<file path="src/rtl/vga_sync_gen.sv">
// vga_sync_gen: VGA timing generator for a 640x480 @ 60 Hz raster (25 MHz pixel clock).
// Two 10-bit counters walk the full line/frame including blanking. Every output is a
// registered decode of the counter values from before the increment, so outputs trail
// the counters by exactly one pix_en step. Holding pix_en low freezes the counters and
// the level outputs; the line_start/frame_start pulses are cleared on such edges.
// Optional feature: define VGA_FRAME_CNT_EN to add an 8-bit wrapping frame counter
// output (frame_cnt) that steps on every edge that raises frame_start.
module vga_sync_gen #(
    parameter int H_ACTIVE = 640,
    parameter int H_FP     = 16,
    parameter int H_SYNC   = 96,
    parameter int H_BP     = 48,
    parameter int V_ACTIVE = 480,
    parameter int V_FP     = 10,
    parameter int V_SYNC   = 2,
    parameter int V_BP     = 33
) (
    input  logic       CLOCK_25,
    input  logic       RESET_N,
    input  logic       pix_en,
    output logic       VGA_HS,
    output logic       VGA_VS,
    output logic       DISP_EN,
    output logic       VGA_BLANK_N,
    output logic [9:0] pixel_x,
    output logic [9:0] pixel_y,
    output logic       line_start,
    output logic       frame_start
`ifdef VGA_FRAME_CNT_EN
    ,
    output logic [7:0] frame_cnt
`endif
);

    localparam int H_TOT = H_ACTIVE + H_FP + H_SYNC + H_BP;
    localparam int V_TOT = V_ACTIVE + V_FP + V_SYNC + V_BP;

    localparam logic [9:0] H_MAX  = 10'(H_TOT - 1);
    localparam logic [9:0] V_MAX  = 10'(V_TOT - 1);
    localparam logic [9:0] H_ACT  = 10'(H_ACTIVE);
    localparam logic [9:0] V_ACT  = 10'(V_ACTIVE);
    localparam logic [9:0] H_SS   = 10'(H_ACTIVE + H_FP);
    localparam logic [9:0] H_SE   = 10'(H_ACTIVE + H_FP + H_SYNC - 1);
    localparam logic [9:0] V_SS   = 10'(V_ACTIVE + V_FP);
    localparam logic [9:0] V_SE   = 10'(V_ACTIVE + V_FP + V_SYNC - 1);

    logic [9:0] h_cnt_q, h_cnt_d;
    logic [9:0] v_cnt_q, v_cnt_d;
    logic       hs_q, hs_d;
    logic       vs_q, vs_d;
    logic       de_q, de_d;
    logic [9:0] px_q, px_d;
    logic [9:0] py_q, py_d;
    logic       ls_q, ls_d;
    logic       fs_q, fs_d;
`ifdef VGA_FRAME_CNT_EN
    logic [7:0] fc_q, fc_d;
`endif

    // Next-state: advance counters and load the decode of the current position on pix_en.
    always_comb begin
        h_cnt_d = h_cnt_q;
        v_cnt_d = v_cnt_q;
        hs_d    = hs_q;
        vs_d    = vs_q;
        de_d    = de_q;
        px_d    = px_q;
        py_d    = py_q;
        ls_d    = 1'b0;
        fs_d    = 1'b0;
`ifdef VGA_FRAME_CNT_EN
        fc_d    = fc_q;
`endif
        if (pix_en) begin
            hs_d = !((h_cnt_q >= H_SS) && (h_cnt_q <= H_SE));
            vs_d = !((v_cnt_q >= V_SS) && (v_cnt_q <= V_SE));
            de_d = (h_cnt_q < H_ACT) && (v_cnt_q < V_ACT);
            px_d = h_cnt_q;
            py_d = v_cnt_q;
            ls_d = (h_cnt_q == 10'd0);
            fs_d = (h_cnt_q == 10'd0) && (v_cnt_q == 10'd0);
`ifdef VGA_FRAME_CNT_EN
            if ((h_cnt_q == 10'd0) && (v_cnt_q == 10'd0)) begin
                fc_d = fc_q + 8'd1;
            end
`endif
            if (h_cnt_q == H_MAX) begin
                h_cnt_d = 10'd0;
                v_cnt_d = (v_cnt_q == V_MAX) ? 10'd0 : v_cnt_q + 10'd1;
            end else begin
                h_cnt_d = h_cnt_q + 10'd1;
            end
        end
    end

    // State and output registers; reset parks the raster at the origin with syncs idle.
    always_ff @(posedge CLOCK_25 or negedge RESET_N) begin
        if (!RESET_N) begin
            h_cnt_q <= 10'd0;
            v_cnt_q <= 10'd0;
            hs_q    <= 1'b1;
            vs_q    <= 1'b1;
            de_q    <= 1'b0;
            px_q    <= 10'd0;
            py_q    <= 10'd0;
            ls_q    <= 1'b0;
            fs_q    <= 1'b0;
`ifdef VGA_FRAME_CNT_EN
            fc_q    <= 8'd0;
`endif
        end else begin
            h_cnt_q <= h_cnt_d;
            v_cnt_q <= v_cnt_d;
            hs_q    <= hs_d;
            vs_q    <= vs_d;
            de_q    <= de_d;
            px_q    <= px_d;
            py_q    <= py_d;
            ls_q    <= ls_d;
            fs_q    <= fs_d;
`ifdef VGA_FRAME_CNT_EN
            fc_q    <= fc_d;
`endif
        end
    end

    assign VGA_HS      = hs_q;
    assign VGA_VS      = vs_q;
    assign DISP_EN     = de_q;
    assign VGA_BLANK_N = de_q;
    assign pixel_x     = px_q;
    assign pixel_y     = py_q;
    assign line_start  = ls_q;
    assign frame_start = fs_q;
`ifdef VGA_FRAME_CNT_EN
    assign frame_cnt   = fc_q;
`endif

endmodule

</file>
<file path="config.mk">
export PLATFORM = sky130hd
export DESIGN_NAME = vga_sync_gen
export DESIGN_NICKNAME = d
export VERILOG_FILES = /design/src/rtl/vga_sync_gen.sv
export SDC_FILE = /design/constraint.sdc
export NUM_CORES = 1
export LEC_CHECK = 0
export CAP_MARGIN = 20
export CORE_MARGIN = 2
export CORE_UTILIZATION = 55
export CTS_BUF_LIST = sky130_fd_sc_hd__clkbuf_8
export CTS_CLUSTER_DIAMETER = 200
export DETAILED_ROUTE_END_ITERATION = 12
export PLACE_DENSITY_LB_ADDON = 0.08
export SYNTH_ARGS = -nofsm -noshare
export SYNTH_HDL_FRONTEND = slang
export SYNTH_SLANG_ARGS = --single-unit
</file>
<file path="constraint.sdc">
create_clock -name CLOCK_25 -period 4.2 [get_ports CLOCK_25]
set_input_delay 0.84 -clock CLOCK_25 [delete_from_list [all_inputs] [get_ports CLOCK_25]]
set_output_delay 0.84 -clock CLOCK_25 [all_outputs]
set_load 0.005 [all_outputs]
</file>
==> metrics.cfg <==
[outcome]
outcome = finished clean

[logic_synthesis]
synth_nets = 181
synth.distinct_cells = 37
netlist_area_um2 = 2060
seq_area_frac_synth_pct = 54.9
ys_warn_count = 0
syn_inst = 173
synthArstFlopShare_pct = 100
syn_area_per_cell_um2 = 11.9
ys_ff_latch = 45
synth-edff-count = 0
ys.flop_type = dfrtp_1

[grt]
antenna_found_initial = 0
grt_max_degree = 46
grt_first_pass_wirelength_um = 6600
grt_util_all_layers_pct = 20.6
grt_overflow_total = 0
grt_pass1_vias = 1450

[pwr]
leakage_nw = 1.08
cellPowerDensity_nw_per_um2 = 406
ir_worst_vdd_mv = 0.350

[cells_and_area]
area_growth_pct = 17.9
final_layout_size_suffix_gt1_share_pct = 17.9
antennaDiodeCount = 0
n_fill_cell = 293
multiInputGateArea_um2 = 846
instances_no_fill = 249
layout_common_cells = dfrtp_1, clkdlybuf4s50_1, mux2_2
final_nets = 208
ff_latch_area_um2 = 1130
final_common_cell = dfrtp_1

[setup_path]
crit_arrival_ns = 2.84
crit_required_ns = 4.42
critPathMaxFanout = 17
critPathLaunchType = input port
path_cells = clkdlybuf4s50_1 > and4_1 > nand4_1 > nor3_2 > xor2_1
cp_slowest_cell = clkdlybuf4s50_1
critPathMaxStageDelay_ns = 0.93
critical_path_class = in -> reg
cp-end-kind = register

[cts]
cts_buffer_depth = 2
clk_latency_ns = 0.30
htree_levels = 2
cts_root_buffer = clkbuf_8
clock_sink_count = 45
cts_tree = done
cts_setup_buffers = 0
cts_resized = 0
clkTransAtPathRegs_ns = 0.08
holdBufCountCts = 0
numCtsBuffers = 5

[timing]
rsz0062_at_grt = no
timing_hold_violations_final = 0
finalSetupViolCount = 0
worst_pin_slew_ns = 0.946
slew_viol_final = 0
setup_tns_ns = 0
fmax_mhz = 382
min_period_ns = 2.62
worst_clock_skew_ns = 0.00846
slew_headroom_pct = 36.9
fin_crit_sh_pct = 62.4

[drt]
viasPerCell = 5.66
vias = 1410
remaining_drc_errors = 0
wl_per_cell_um = 14.7
drtIter0Drc = 121
dr.pass1.iters = 4
drtAntennaViolNets = 0
routed_wl_um = 3670

[place]
dpl.cell_count = 241
dp_hpwl_um = 2650
numPortBuffers = 28
gp_congestion = 0.881

[run]
maxCapViolations = 0

[hold_path]
hp-class = reg -> reg

[floorplan]
core_um2 = 3630
rows = 22
initial_core_util_pct = 56.6
die-height_um = 65.2
die_area_um2 = 4250
die_w_um = 65.2
boundaryPins = 29

[worst max-delay path: cells and delay by family]
| kind | cells | cell delay [ns] |
|---|---|---|
| xor gates and xnor gates | 1 | 0.15 |
| buffers and inverters | 1 | 0.93 |
| and+or+nand+nor | 3 | 0.91 |
[cell families after synthesis]
family / Yosys count / synth area share [%]
buffers and inverters: 16 / 4.01
and+or+nand+nor: 53 / 16.2
AOI/OAI and AO/OA: 23 / 6.20
xor gates and xnor gates: 10 / 4.26
DFF: 45 / 54.9
adders and majority gates: 5 / 3.04
muxes: 21 / 11.4
[routing by layer]
metal / share of wire, % / up-vias / GRT usage (%)
met4: 2.6 / 0 / 10.4
met3: 4.4 / 10 / 5.48
met2: 50 / 37 / 33.1
li1: - / 673 / -
met5: 0 / - / 0
met1: 43 / 690 / 25.9
[cell usage after synthesis, types with 2 or more instances]
cell      number  share of area [%]
dfrtp_1       43                 52
mux2_2        19                 10
nand3_1       11                2.7
o21ai_1       10                2.4
inv_1          7                1.3
nand2_1        7                1.3
nand4_1        7                2.1
nor2_1         7                1.3
xnor2_1        7                3.0
a21oi_1        6                1.5
ha_1           5                3.0
and4_1         4                1.7
a31oi_1        3               0.91
and3_1         3               0.91
buf_2          3               0.73
clkbuf_1       3               0.55
xor2_1         3                1.3
and2_1         2               0.61
buf_6          2                1.1
dfstp_2        2                2.6
nor3_1         2               0.49
o21ai_0        2               0.49
[flip-flops by register name, summed over array words and instances, names as in the netlist]
name and flops:
h_cnt_q 10, pixel_x 10, pixel_y 10, v_cnt_q 10, DISP_EN 1, VGA_HS 1
VGA_VS 1, frame_start 1, line_start 1
[stage by stage]
stage	total power (W)	instance area (um^2)	hold slack (ns)	utilization, %	worst slack (ns)
floorplan	0.000655	2060	0.472	-	2.28
CTS	0.000998	2430	0.499	66.8	1.62
finish	0.000985	2430	0.500	66.8	1.58
global route	0.00105	2430	0.518	66.8	1.40
global placement	0.000742	2340	0.475	64.5	1.34
detailed placement	0.000747	2340	0.488	64.5	1.30
[area by class of cell]
type / count / share of cell area [%]
Multi-Input combinational cell: 112 / 34.9
Tap cell: 48 / 2.48
Timing Repair Buffer: 29 / 11.7
Clock inverter: 3 / 0.567
Inverter: 7 / 1.08
Sequential cell: 45 / 46.5
Clock buffer: 5 / 2.84
[path summary, 6_finish.rpt]
| check | from | endpoint | slack, ns | depth (start not counted) |
|---|---|---|---|---|
| min reg2reg | VGA_VS | VGA_VS | 0.50 | 2 |
| min | VGA_VS | VGA_VS | 0.50 | 2 |
| min in group asynchronous | RESET_N | pixel_y[5] | 0.69 | 1 |
| max reg2reg | h_cnt_q[0] | v_cnt_q[8] | 2.52 | 5 |
| max | pix_en | v_cnt_q[8] | 1.58 | 5 |
| max in group asynchronous | RESET_N | h_cnt_q[7] | 2.92 | 1 |
[where the power goes]
part	total, W	internal, W	leakage [nW]	switching, W
combinational	0.000185	0.000108	0.457	0.0000767
sequential	0.000552	0.000489	0.572	0.0000629
clock	0.000248	0.000113	0.0491	0.000135
No activity file was read; power rests on OpenSTA's default activity.
